==> src/rtl/multicycle_control_fsm.sv <==
// Multicycle control sequencer for the RV32I-subset datapath: walks each instruction through
// fetch/decode/execute/memory/writeback phases, stalls on Mem_Ready and counts retirements.
module multicycle_control_fsm #(
    parameter int CNT_WIDTH = 32
) (
    input  logic                 CLK,
    input  logic                 RST,
    input  logic [6:0]           OP6_0,
    input  logic [2:0]           funct3_2_0,
    input  logic                 funct7_5,
    input  logic                 Zero,
    input  logic                 Mem_Ready,
    output logic                 PCWrite,
    output logic                 AdrSrc,
    output logic                 MemWrite,
    output logic                 IRWrite,
    output logic [1:0]           ResultSrc1_0,
    output logic [1:0]           ALUSrcA1_0,
    output logic [1:0]           ALUSrcB1_0,
    output logic [1:0]           ImmSrc1_0,
    output logic                 RegWrite,
    output logic [2:0]           ALUControl2_0,
    output logic                 Illegal,
    output logic [CNT_WIDTH-1:0] InstrCount
);

    typedef enum logic [3:0] {
        S_FETCH, S_DECODE, S_MEMADR, S_MEMREAD, S_MEMWB, S_MEMWRITE,
        S_EXECUTER, S_EXECUTEI, S_ALUWB, S_BEQ, S_JAL, S_ILLEGAL
    } state_t;

    localparam logic [6:0] OP_LW  = 7'b0000011;
    localparam logic [6:0] OP_SW  = 7'b0100011;
    localparam logic [6:0] OP_R   = 7'b0110011;
    localparam logic [6:0] OP_I   = 7'b0010011;
    localparam logic [6:0] OP_BEQ = 7'b1100011;
    localparam logic [6:0] OP_JAL = 7'b1101111;

    state_t               state_reg, state_next;
    logic [CNT_WIDTH-1:0] count_reg;
    logic                 retire;
    logic                 pc_write_c, mem_write_c, ir_write_c, reg_write_c;
    logic                 alu_f3_ok;
    logic [2:0]           alu_dec_r, alu_dec_i;

    assign alu_f3_ok = (funct3_2_0 == 3'b000) || (funct3_2_0 == 3'b010) ||
                       (funct3_2_0 == 3'b110) || (funct3_2_0 == 3'b111);

    // Only R-type honours funct7_5 (sub); I-type 000 is always addi.
    always_comb begin
        alu_dec_i = 3'b000;
        case (funct3_2_0)
            3'b010:  alu_dec_i = 3'b101;
            3'b110:  alu_dec_i = 3'b011;
            3'b111:  alu_dec_i = 3'b010;
            default: alu_dec_i = 3'b000;
        endcase
        alu_dec_r = alu_dec_i;
        if (funct3_2_0 == 3'b000 && funct7_5)
            alu_dec_r = 3'b001;
    end

    always_ff @(posedge CLK or negedge RST) begin
        if (!RST) begin
            state_reg <= S_FETCH;
            count_reg <= '0;
        end else begin
            state_reg <= state_next;
            if (retire)
                count_reg <= count_reg + 1'b1;
        end
    end

    always_comb begin
        state_next    = state_reg;
        pc_write_c    = 1'b0;
        mem_write_c   = 1'b0;
        ir_write_c    = 1'b0;
        reg_write_c   = 1'b0;
        AdrSrc        = 1'b0;
        ResultSrc1_0  = 2'b00;
        ALUSrcA1_0    = 2'b00;
        ALUSrcB1_0    = 2'b00;
        ImmSrc1_0     = 2'b00;
        ALUControl2_0 = 3'b000;
        Illegal       = 1'b0;
        case (state_reg)
            S_FETCH: begin
                ALUSrcB1_0   = 2'b10;
                ResultSrc1_0 = 2'b10;
                ir_write_c   = Mem_Ready;
                pc_write_c   = Mem_Ready;
                if (Mem_Ready)
                    state_next = S_DECODE;
            end
            S_DECODE: begin
                ALUSrcA1_0 = 2'b01;
                ALUSrcB1_0 = 2'b01;
                ImmSrc1_0  = 2'b10;
                case (OP6_0)
                    OP_LW, OP_SW: state_next = (funct3_2_0 == 3'b010) ? S_MEMADR : S_ILLEGAL;
                    OP_R:         state_next = alu_f3_ok ? S_EXECUTER : S_ILLEGAL;
                    OP_I:         state_next = alu_f3_ok ? S_EXECUTEI : S_ILLEGAL;
                    OP_BEQ:       state_next = (funct3_2_0 == 3'b000) ? S_BEQ : S_ILLEGAL;
                    OP_JAL:       state_next = S_JAL;
                    default:      state_next = S_ILLEGAL;
                endcase
            end
            S_MEMADR: begin
                ALUSrcA1_0 = 2'b10;
                ALUSrcB1_0 = 2'b01;
                ImmSrc1_0  = (OP6_0 == OP_SW) ? 2'b01 : 2'b00;
                state_next = (OP6_0 == OP_SW) ? S_MEMWRITE : S_MEMREAD;
            end
            S_MEMREAD: begin
                AdrSrc = 1'b1;
                if (Mem_Ready)
                    state_next = S_MEMWB;
            end
            S_MEMWB: begin
                ResultSrc1_0 = 2'b01;
                reg_write_c  = 1'b1;
                state_next   = S_FETCH;
            end
            S_MEMWRITE: begin
                AdrSrc      = 1'b1;
                mem_write_c = 1'b1;
                if (Mem_Ready)
                    state_next = S_FETCH;
            end
            S_EXECUTER: begin
                ALUSrcA1_0    = 2'b10;
                ALUControl2_0 = alu_dec_r;
                state_next    = S_ALUWB;
            end
            S_EXECUTEI: begin
                ALUSrcA1_0    = 2'b10;
                ALUSrcB1_0    = 2'b01;
                ALUControl2_0 = alu_dec_i;
                state_next    = S_ALUWB;
            end
            S_ALUWB: begin
                reg_write_c = 1'b1;
                state_next  = S_FETCH;
            end
            S_BEQ: begin
                ALUSrcA1_0    = 2'b10;
                ALUControl2_0 = 3'b001;
                pc_write_c    = Zero;
                state_next    = S_FETCH;
            end
            S_JAL: begin
                // PC <- branch target computed in DECODE; ALU forms OldPC+4 for rd.
                ALUSrcA1_0 = 2'b01;
                ALUSrcB1_0 = 2'b10;
                ImmSrc1_0  = 2'b11;
                pc_write_c = 1'b1;
                state_next = S_ALUWB;
            end
            S_ILLEGAL: begin
                Illegal = 1'b1;
            end
            default: state_next = S_FETCH;
        endcase
    end

    assign retire = (state_next == S_FETCH) &&
                    ((state_reg == S_MEMWB) || (state_reg == S_MEMWRITE) ||
                     (state_reg == S_ALUWB) || (state_reg == S_BEQ));

    // Strobes are masked by RST directly so they drop the instant reset asserts.
    assign PCWrite    = RST & pc_write_c;
    assign MemWrite   = RST & mem_write_c;
    assign IRWrite    = RST & ir_write_c;
    assign RegWrite   = RST & reg_write_c;
    assign InstrCount = count_reg;

endmodule

==> config.mk <==
export PLATFORM = sky130hd
export DESIGN_NAME = multicycle_control_fsm
export DESIGN_NICKNAME = d
export VERILOG_FILES = /design/src/rtl/multicycle_control_fsm.sv
export SDC_FILE = /design/constraint.sdc
export NUM_CORES = 1
export LEC_CHECK = 0
export CORE_MARGIN = 2
export CORE_UTILIZATION = 49
export CTS_BUF_LIST = sky130_fd_sc_hd__clkbuf_4 sky130_fd_sc_hd__clkbuf_8
export CTS_CLUSTER_SIZE = 16
export DETAILED_ROUTE_END_ITERATION = 6
export GPL_TIMING_DRIVEN = 0
export PLACE_DENSITY_LB_ADDON = 0.05
export SYNTH_ARGS = -nofsm -noshare
export SYNTH_HDL_FRONTEND = slang
export SYNTH_SLANG_ARGS = --single-unit
==> constraint.sdc <==
create_clock -name CLK -period 2.09 [get_ports CLK]
set_input_delay 0.418 -clock CLK [delete_from_list [all_inputs] [get_ports CLK]]
set_output_delay 0.418 -clock CLK [all_outputs]
set_load 0.02 [all_outputs]
After elaboration in Yosys (flattened, before gate mapping)
Index checks and enable logic that the tools add are counted.

$add $sub $neg: 1. Multiply operators: 0. Divide/modulo/power cells: 0. Magnitude comparators: 0. Eq/ne operators: 20. Shifts and indexed selects: 0. Mux-type cells: 24. Bitwise gates (word level): 4. Reductions and logical operators: 19.

Operator list (number): adder 32 x 1 -> 32 bit (second input constant) (1); one-hot mux 4 bit (7 select lines) (1); 2-to-1 mux 4 bit (6); one-hot mux 4 bit (5 select lines) (1); one-hot mux 3 bit (3 select lines) (2); == test 4 x 3 -> 1 bit (second input constant) (4); == test 4 bit (second input constant) (4); == test 7 x 6 -> 1 bit (second input constant) (2); == test 7 bit (second input constant) (2); one-hot mux 2 bit (2 select lines) (3); OR reduction 2 bit (5); == test 4 x 2 -> 1 bit (second input constant) (2); logical NOT 4 bit (2); == test 7 x 2 -> 1 bit (second input constant) (1); == test 7 x 5 -> 1 bit (second input constant) (1); == test 3 bit (second input constant) (2); logical OR 1 bit (6); 2-to-1 mux 1 bit (6); 2-to-1 mux 3 bit (2); one-hot mux 2 bit (3 select lines) (1); OR reduction 3 bit (2); AND 1 bit (4); == test 4 x 1 -> 1 bit (second input constant) (1); OR reduction 4 bit (1); other kinds (5) (6).

Register bits after elaboration: 36. Bits in latches: 0. Memory bits (writable): 0. Bits in read-only memories: 0. Input bits: 15. Output and inout port bits: 49. Word-level logic and storage cells: 70. Memories kept: 0.

Depth between registers and ports, before layout
Gate-level depths: netlist of run 1.

Depth after elaboration: 9. Gate-level depth with buffers: 6. Depth with buffers taken out: 5.

Worst setup path after synthesis of run 1
OpenSTA, ideal clock, no wires.

Kind: register to output. Start point: reg state_reg[1]. End point: out IRWrite. Data arrival time: 1.577 ns. Required time: 1.672 ns. Setup slack: 0.095 ns. Stages on the path, launching flop included: 5. Buffers on the path: 1. Path through: dfrtp_1 clkbuf_1 nor2_1 nand2_1 nor4b_1.

Cells in the longest elaborated chain, start to end: 3.

RTL lines: from (decl) (RTL line 39) `state_t state_reg, state_next;`; from (signal assigned) (RTL line 68) `state_reg <= state_next;`; logical NOT 4 bit (RTL line 87) `case (state_reg)`; 2-to-1 mux 1 bit (RTL line 87); AND 1 bit (RTL line 174) `assign IRWrite = RST & ir_write_c;`; to (decl) (RTL line 16) `output logic IRWrite,`.

Every way passes these cells.

Worst setup path in the final report of run 1
Start point: in funct3_2_0[1]. End point: out ALUControl2_0[2].

Cells in the longest elaborated chain, start to end: 4. Elaborated cells between the ends (all ways): 8. Those cells by class: eq/ne (3); mux (3); reduce/logical (2).

RTL lines: from (decl) (RTL line 9) `input logic [2:0] funct3_2_0,`; == test 3 bit (tied with other cells) (RTL line 52) `case (funct3_2_0)`; one-hot mux 3 bit (3 select lines) / logical AND 1 bit (equally long branches) (RTL line 52, 59); 2-to-1 mux 3 bit (RTL line 59) `if (funct3_2_0 == 3'b000 && funct7_5)`; one-hot mux 3 bit (3 select lines) * (RTL line 87); to (decl) (RTL line 22) `output logic [2:0] ALUControl2_0,`.

Mark *: on every way between the ends. The rest lies on a longest branch, timed or not.

==> results of run 1 <==
==> placed cells by master, fill, tap and decap left out, types with 5 or more instances in the layout <==
master | netlist | final
a21oi_1 | 7 | 5
and3_1 | 5 | 5
buf_2 | 1 | 9
buf_4 | 0 | 11
clkbuf_8 | 0 | 6
clkdlybuf4s50_1 | 0 | 43
dfrtp_1 | 36 | 33
inv_1 | 10 | 10
nand2_1 | 25 | 24
nand3_1 | 10 | 10
nor2_1 | 23 | 21
nor2b_1 | 7 | 5
nor3_2 | 6 | 7
nor4_2 | 6 | 8
o21ai_0 | 5 | 5
xnor2_1 | 12 | 11
xor2_1 | 20 | 20
==> what timing repair did <==
item	in CTS	in global routing
setup endpoints to repair	35	16
gates cloned	0	1
setup buffers	3	4
pin swaps	2	4
endpoints found under the hold margin	0	0
gates resized for setup	76	28
==> metal layers <==
| metal | up-vias | global-route usage [%] |
|---|---|---|
| met2 | 71 | 35.91 |
| met4 | 0 | 7.757 |
| met1 | 897 | 26.21 |
| met5 | - | 0 |
| li1 | 969 | - |
| met3 | 7 | 2.954 |
==> worst max-delay path, cell delays in order <==
cell and delay, ps:
clkdlybuf4s50_1 540, nor3b_2 260, and3_1 190, clkdlybuf4s15_2 250
==> cell type report <==
type,instances,area [µm²],area share [%]
clock buffers,6,76.32,2.411
well taps,52,65.06,2.055
plain buffers,10,93.84,2.964
repair buffers,71,660.6,20.87
clock inverters,1,5.005,0.1581
flip-flops and latches,36,904.6,28.58
inverters,10,37.54,1.186
multi-input cells,177,1323,41.78
==> cell families (layout without fill, tap and decap cells) <==
kind of cell	after synthesis	after routing	share of synthesized area, %
compound gates	23	23	6.610
mux	1	1	0.5084
simple gates	120	120	34.52
fa+ha+maj	1	1	0.5649
buf+inv	20	98	4.463
xor+xnor	32	32	12.66
flops	36	36	40.68
==> stage by stage <==
step / area [µm²] / cells / utilization, %
after floorplan: 2215 / 233 / -
after global placement: 2910 / 348 / 66.84
after detailed placement: 2905 / 348 / 66.72
after CTS: 3043 / 358 / 69.89
after global routing: 3166 / 363 / 72.70
final: 3166 / 363 / 72.70
==> power by group <==
part	leakage (nW)	total (mW)	internal, mW	switching [mW]
combinational	0.971	1.46	0.643	0.813
clock	0.0445	0.478	0.240	0.238
sequential	0.455	0.914	0.790	0.124
==> worst max path at each step <==
stage,endpoint,from,slack [ps],cells past startpoint
after floorplan,IRWrite,state_reg[1]$_DFF_PN0_,90,4
after global placement,IRWrite,RST,-1490,3
after detailed placement,PCWrite,Mem_Ready,-520,6
after CTS,ALUControl2_0[0],state_reg[1]$_DFF_PN0_,-10,6
after global routing,PCWrite,state_reg[3]$_DFF_PN0_,-70,6
final,ALUControl2_0[2],funct3_2_0[1],10,4
==> flow_metrics.py, run 1 <==
metrics = {
    "grt": {
        "grt_antenna_before_repair": 0,
        "grt_pass1_vias": 1882,
        "grt_max_degree": 41,
        "grt_pass1_wl_um": 8500,
        "track_usage_pct": 20.70,
        "overflow": 0,
    },
    "synth": {
        "ys.warnings.count": 0,
        "syn-cell-area_um2": 2215,
        "synthCells": 233,
        "synth.area.top_cells": "dfrtp_1 (41%), xor2_1 (7.9%), xnor2_1 (4.7%)",
        "synth_cell_types": 43,
        "yosysMostFrequentCell": "dfrtp_1",
        "seq_area_frac_synth_pct": 40.68,
        "synthFlopType": "dfrtp_1",
        "synthArstFlopShare_pct": 100.0,
        "synth_seq_cells": 36,
        "synth_nets": 249,
        "synth_edf_count": 0,
        "syn_area_per_cell_um2": 9.505,
        "synth_common_cells": "dfrtp_1 (36), nand2_1 (25), nor2_1 (23)",
        "synth_top_area_cell": "dfrtp_1",
        "yosys.area.top_type_share_pct": 40.68,
    },
    "place": {
        "pre_cts_ws_ps": -519.7,
        "io_buffer_count": 63,
        "gp_congestion": 0.8459,
        "hpwl_um": 3628,
    },
    "sta": {
        "period_needed_ps": 2079,
        "tightest_slew_ps": 532.5,
        "skew_ps": 5.893,
        "slew_violations": 0,
        "max-slew-margin-rel_pct": 64.20,
        "max_freq_mhz": 480.9,
        "final.setup.tns_ps": 0,
        "layout_setup_ws_ps": 10.78,
        "finalHoldViolations": 0,
        "setup_viol": 0,
        "fin_crit_sh_pct": 99.48,
        "worst_hold_slack_ps": 93.58,
        "rsz0062_at_grt": "true",
    },
    "clocking": {
        "htreeDepth": 2,
        "clockBufferDepth": 2,
        "holdBufCountCts": 0,
        "cts_sinks": 36,
        "cts_tree": "built",
        "clkTransAtPathRegs_ps": 70,
        "clock_latency_ps": 280,
        "clockRootBuffer": "clkbuf_8",
        "cts_buffers": 5,
    },
    "power_and_ir_drop": {
        "peakVddDrop_v": 0.0008021,
        "p_per_area_nw_per_um2": 899.7,
        "p_leak_nw": 1.470,
        "power.total_mw": 2.848,
    },
    "detailed_routing": {
        "drt_iter0_markers": 118,
        "met2_length_um": 2585,
        "wl_met1_um": 2309,
        "drt-total-wl_um": 5222,
        "met3WireLength_um": 237,
        "via_count": 1944,
        "drtPass1Iterations": 4,
        "highest_layer": "met4",
        "routedWlPerCell_um": 14.39,
        "via_per_inst": 5.355,
        "drt.antenna.violating_nets": 0,
        "drcViolationCount": 0,
    },
    "final_layout": {
        "fill_cells": 355,
        "antenna_cells": 0,
        "drive_above_1_share_pct": 26.05,
        "largest_reg_flops": 32,
        "area_growth_pct": 42.94,
        "fin_nets": 327,
    },
    "worst_hold_path": {
        "holdCritPathClass": "input pin to async pin",
    },
    "setup_path": {
        "worstPathMaxFanout": 5,
        "arrival_ps": 1660,
        "r2r-start": "state_reg[3]$_DFF_PN0_",
        "critical_path_class": "input pin to output pin",
        "end_kind": "output pin",
        "r2r_end": "InstrCount[16]$_DFFE_PN0P_",
        "cp-start-kind": "input pin",
        "reg2reg_setup_slack_ps": 50,
        "r2r_cells": 6,
        "required_ps": 1670,
    },
    "floorplan": {
        "die-area_um2": 5074,
        "fp-row-count": 24,
        "initial_utilization_pct": 50.86,
        "die_w_um": 71.23,
        "io_pins": 64,
        "core_region_area_um2": 4354,
        "dieHeight_um": 71.23,
    },
    "run_status": {
        "status": "finished, final reports clean",
    },
    "run": {
        "maxCapViolations": 0,
    },
}
Power figures use the tool's default switching activity.
==> inputs of run 2 (changes only) <==
Settings changed: CORE_UTILIZATION 49 to 35.
==> run 2 against run 1 <==
First-iteration DRC count shrank 56%. Clock skew up 2.9 ps. Sequential share of layout area is essentially flat. Global-route usage decreased by 5.3 points. Clock power increased by 10%. Routed wire length is 1.7% higher. Critical path depth increased by 2. Setup slack improved by 36 ps. Power is 2.0% higher. Clock-buffer cell count is 1 higher. Sequential cell count unchanged. Critical path type is now flop to output pin. Largest power group unchanged.
==> flow_metrics.py, run 2 (synthesis gave the netlist of run 1 again) <==
metrics = {
    "run": {
        "maxCapViolations": 0,
    },
    "sta": {
        "worst_hold_slack_ps": 88.59,
        "max-slew-margin-rel_pct": 61.02,
        "layout_setup_ws_ps": 46.45,
        "skew_ps": 8.810,
        "slew_violations": 0,
        "period_needed_ps": 2044,
        "tightest_slew_ps": 579.8,
        "setup_viol": 0,
        "max_freq_mhz": 489.3,
        "rsz0062_at_grt": "true",
        "fin_crit_sh_pct": 97.78,
        "finalHoldViolations": 0,
    },
    "worst_hold_path": {
        "holdCritPathClass": "input pin to async pin",
    },
    "grt": {
        "grt_antenna_before_repair": 0,
        "overflow": 0,
        "grt_max_degree": 41,
        "track_usage_pct": 15.40,
        "grt_pass1_vias": 1840,
        "grt_pass1_wl_um": 8838,
    },
    "final_layout": {
        "fin_nets": 330,
        "final_cell_mix": "clkdlybuf4s50_1 (42), dfrtp_1 (33), nand2_1 (24)",
        "fin_util_pct": 52.62,
        "seq_area_um2": 904.6,
        "largest_reg_flops": 32,
        "area_growth_pct": 43.16,
        "layout_commonest_cell": "clkdlybuf4s50_1",
        "design_area_um2": 3171,
        "antenna_cells": 0,
        "drive_above_1_share_pct": 25.71,
        "multi_input_area_um2": 1284,
        "fill_cells": 582,
    },
    "setup_path": {
        "arrival_ps": 1630,
        "worstPathMaxFanout": 10,
        "r2r_end": "InstrCount[27]$_DFFE_PN0P_",
        "worstSetupStartpoint": "state_reg[3]$_DFF_PN0_",
        "required_ps": 1670,
        "reg2reg_setup_slack_ps": 120,
        "r2r-start": "state_reg[3]$_DFF_PN0_",
        "end_kind": "output pin",
        "critical_path_class": "flop to output pin",
        "cp-start-kind": "flop",
        "r2r_cells": 6,
    },
    "clocking": {
        "clockBufferDepth": 2,
        "clockRootBuffer": "clkbuf_8",
        "cts_tree": "built",
        "cts_sinks": 36,
        "clock_latency_ps": 290,
        "cts_buffers": 5,
        "htreeDepth": 2,
        "clkTransAtPathRegs_ps": 70,
        "holdBufCountCts": 0,
    },
    "detailed_routing": {
        "via_per_inst": 5.005,
        "drcViolationCount": 0,
        "drtPass1Iterations": 4,
        "drt_iter0_markers": 52,
        "routedWlPerCell_um": 13.62,
        "drt-total-wl_um": 5313,
        "via_count": 1952,
        "drt.antenna.violating_nets": 0,
    },
    "place": {
        "pre_cts_ws_ps": -530.4,
        "hpwl_um": 3755,
        "gp_congestion": 0.7879,
        "io_buffer_count": 63,
        "placedInstanceArea_um2": 2934,
    },
    "floorplan": {
        "io_pins": 64,
        "fp-row-count": 28,
        "die-area_um2": 6980,
        "initial_utilization_pct": 36.75,
        "core_region_area_um2": 6026,
        "dieHeight_um": 83.55,
        "die_w_um": 83.55,
    },
    "power_and_ir_drop": {
        "peakVddDrop_v": 0.0006751,
        "power.total_mw": 2.906,
        "p_per_area_nw_per_um2": 916.4,
        "p_leak_nw": 1.464,
    },
    "run_status": {
        "status": "finished, final reports clean",
    },
}
## run 2: metal layers
layer | track usage (%) | vias up | wire length (µm)
met2 | 23.68 | 40 | 2461
met1 | 21.73 | 928 | 2600
met5 | 0 | - | 0
met3 | 4.055 | 6 | 203
li1 | - | 978 | -
met4 | 3.519 | 0 | 47
## run 2: cell type report
cell class / count / share of cell area, %
clock buffers: 7 / 2.841
multi-input cells: 177 / 40.49
flip-flops and latches: 36 / 28.53
well taps: 75 / 2.960
clock inverters: 1 / 0.2368
inverters: 10 / 1.184
plain buffers: 10 / 2.684
repair buffers: 74 / 21.07
## run 2: worst max-delay path by stage
stage	depth (start not counted)	endpoint	slack, ps
floorplan	4	IRWrite	90
global placement	3	IRWrite	-1560
detailed placement	6	ALUSrcB1_0[0]	-530
CTS	6	ImmSrc1_0[1]	-1
global route	6	ALUSrcA1_0[0]	-60
finish	6	ImmSrc1_0[1]	50
## run 2: critical path: stages, from the launching register on
cell and delay (ps):
dfrtp_2 450, clkbuf_4 210, nand2_1 120, nor2_1 50
a21oi_1 160, nor2_1 50, dlygate4sd2_1 320
## run 2: timing repair
action / in CTS / in global routing
pin swaps: 2 / 6
gates resized for setup: 82 / 14
setup endpoints to repair: 34 / 15
cloned: 0 / 0
buffers inserted: 5 / 6
## run 2: through the flow
stage	setup TNS, ps	cells
finish	0	390
global route	-163.8	390
CTS	-1.117	384
detailed placement	-14830	371
global placement	-32650	371
floorplan	0	233
## run 2: power breakdown
part | switching, mW | internal (mW)
clock network | 0.246 | 0.281
logic | 0.821 | 0.652
registers | 0.116 | 0.790
total | 1.18 | 1.72
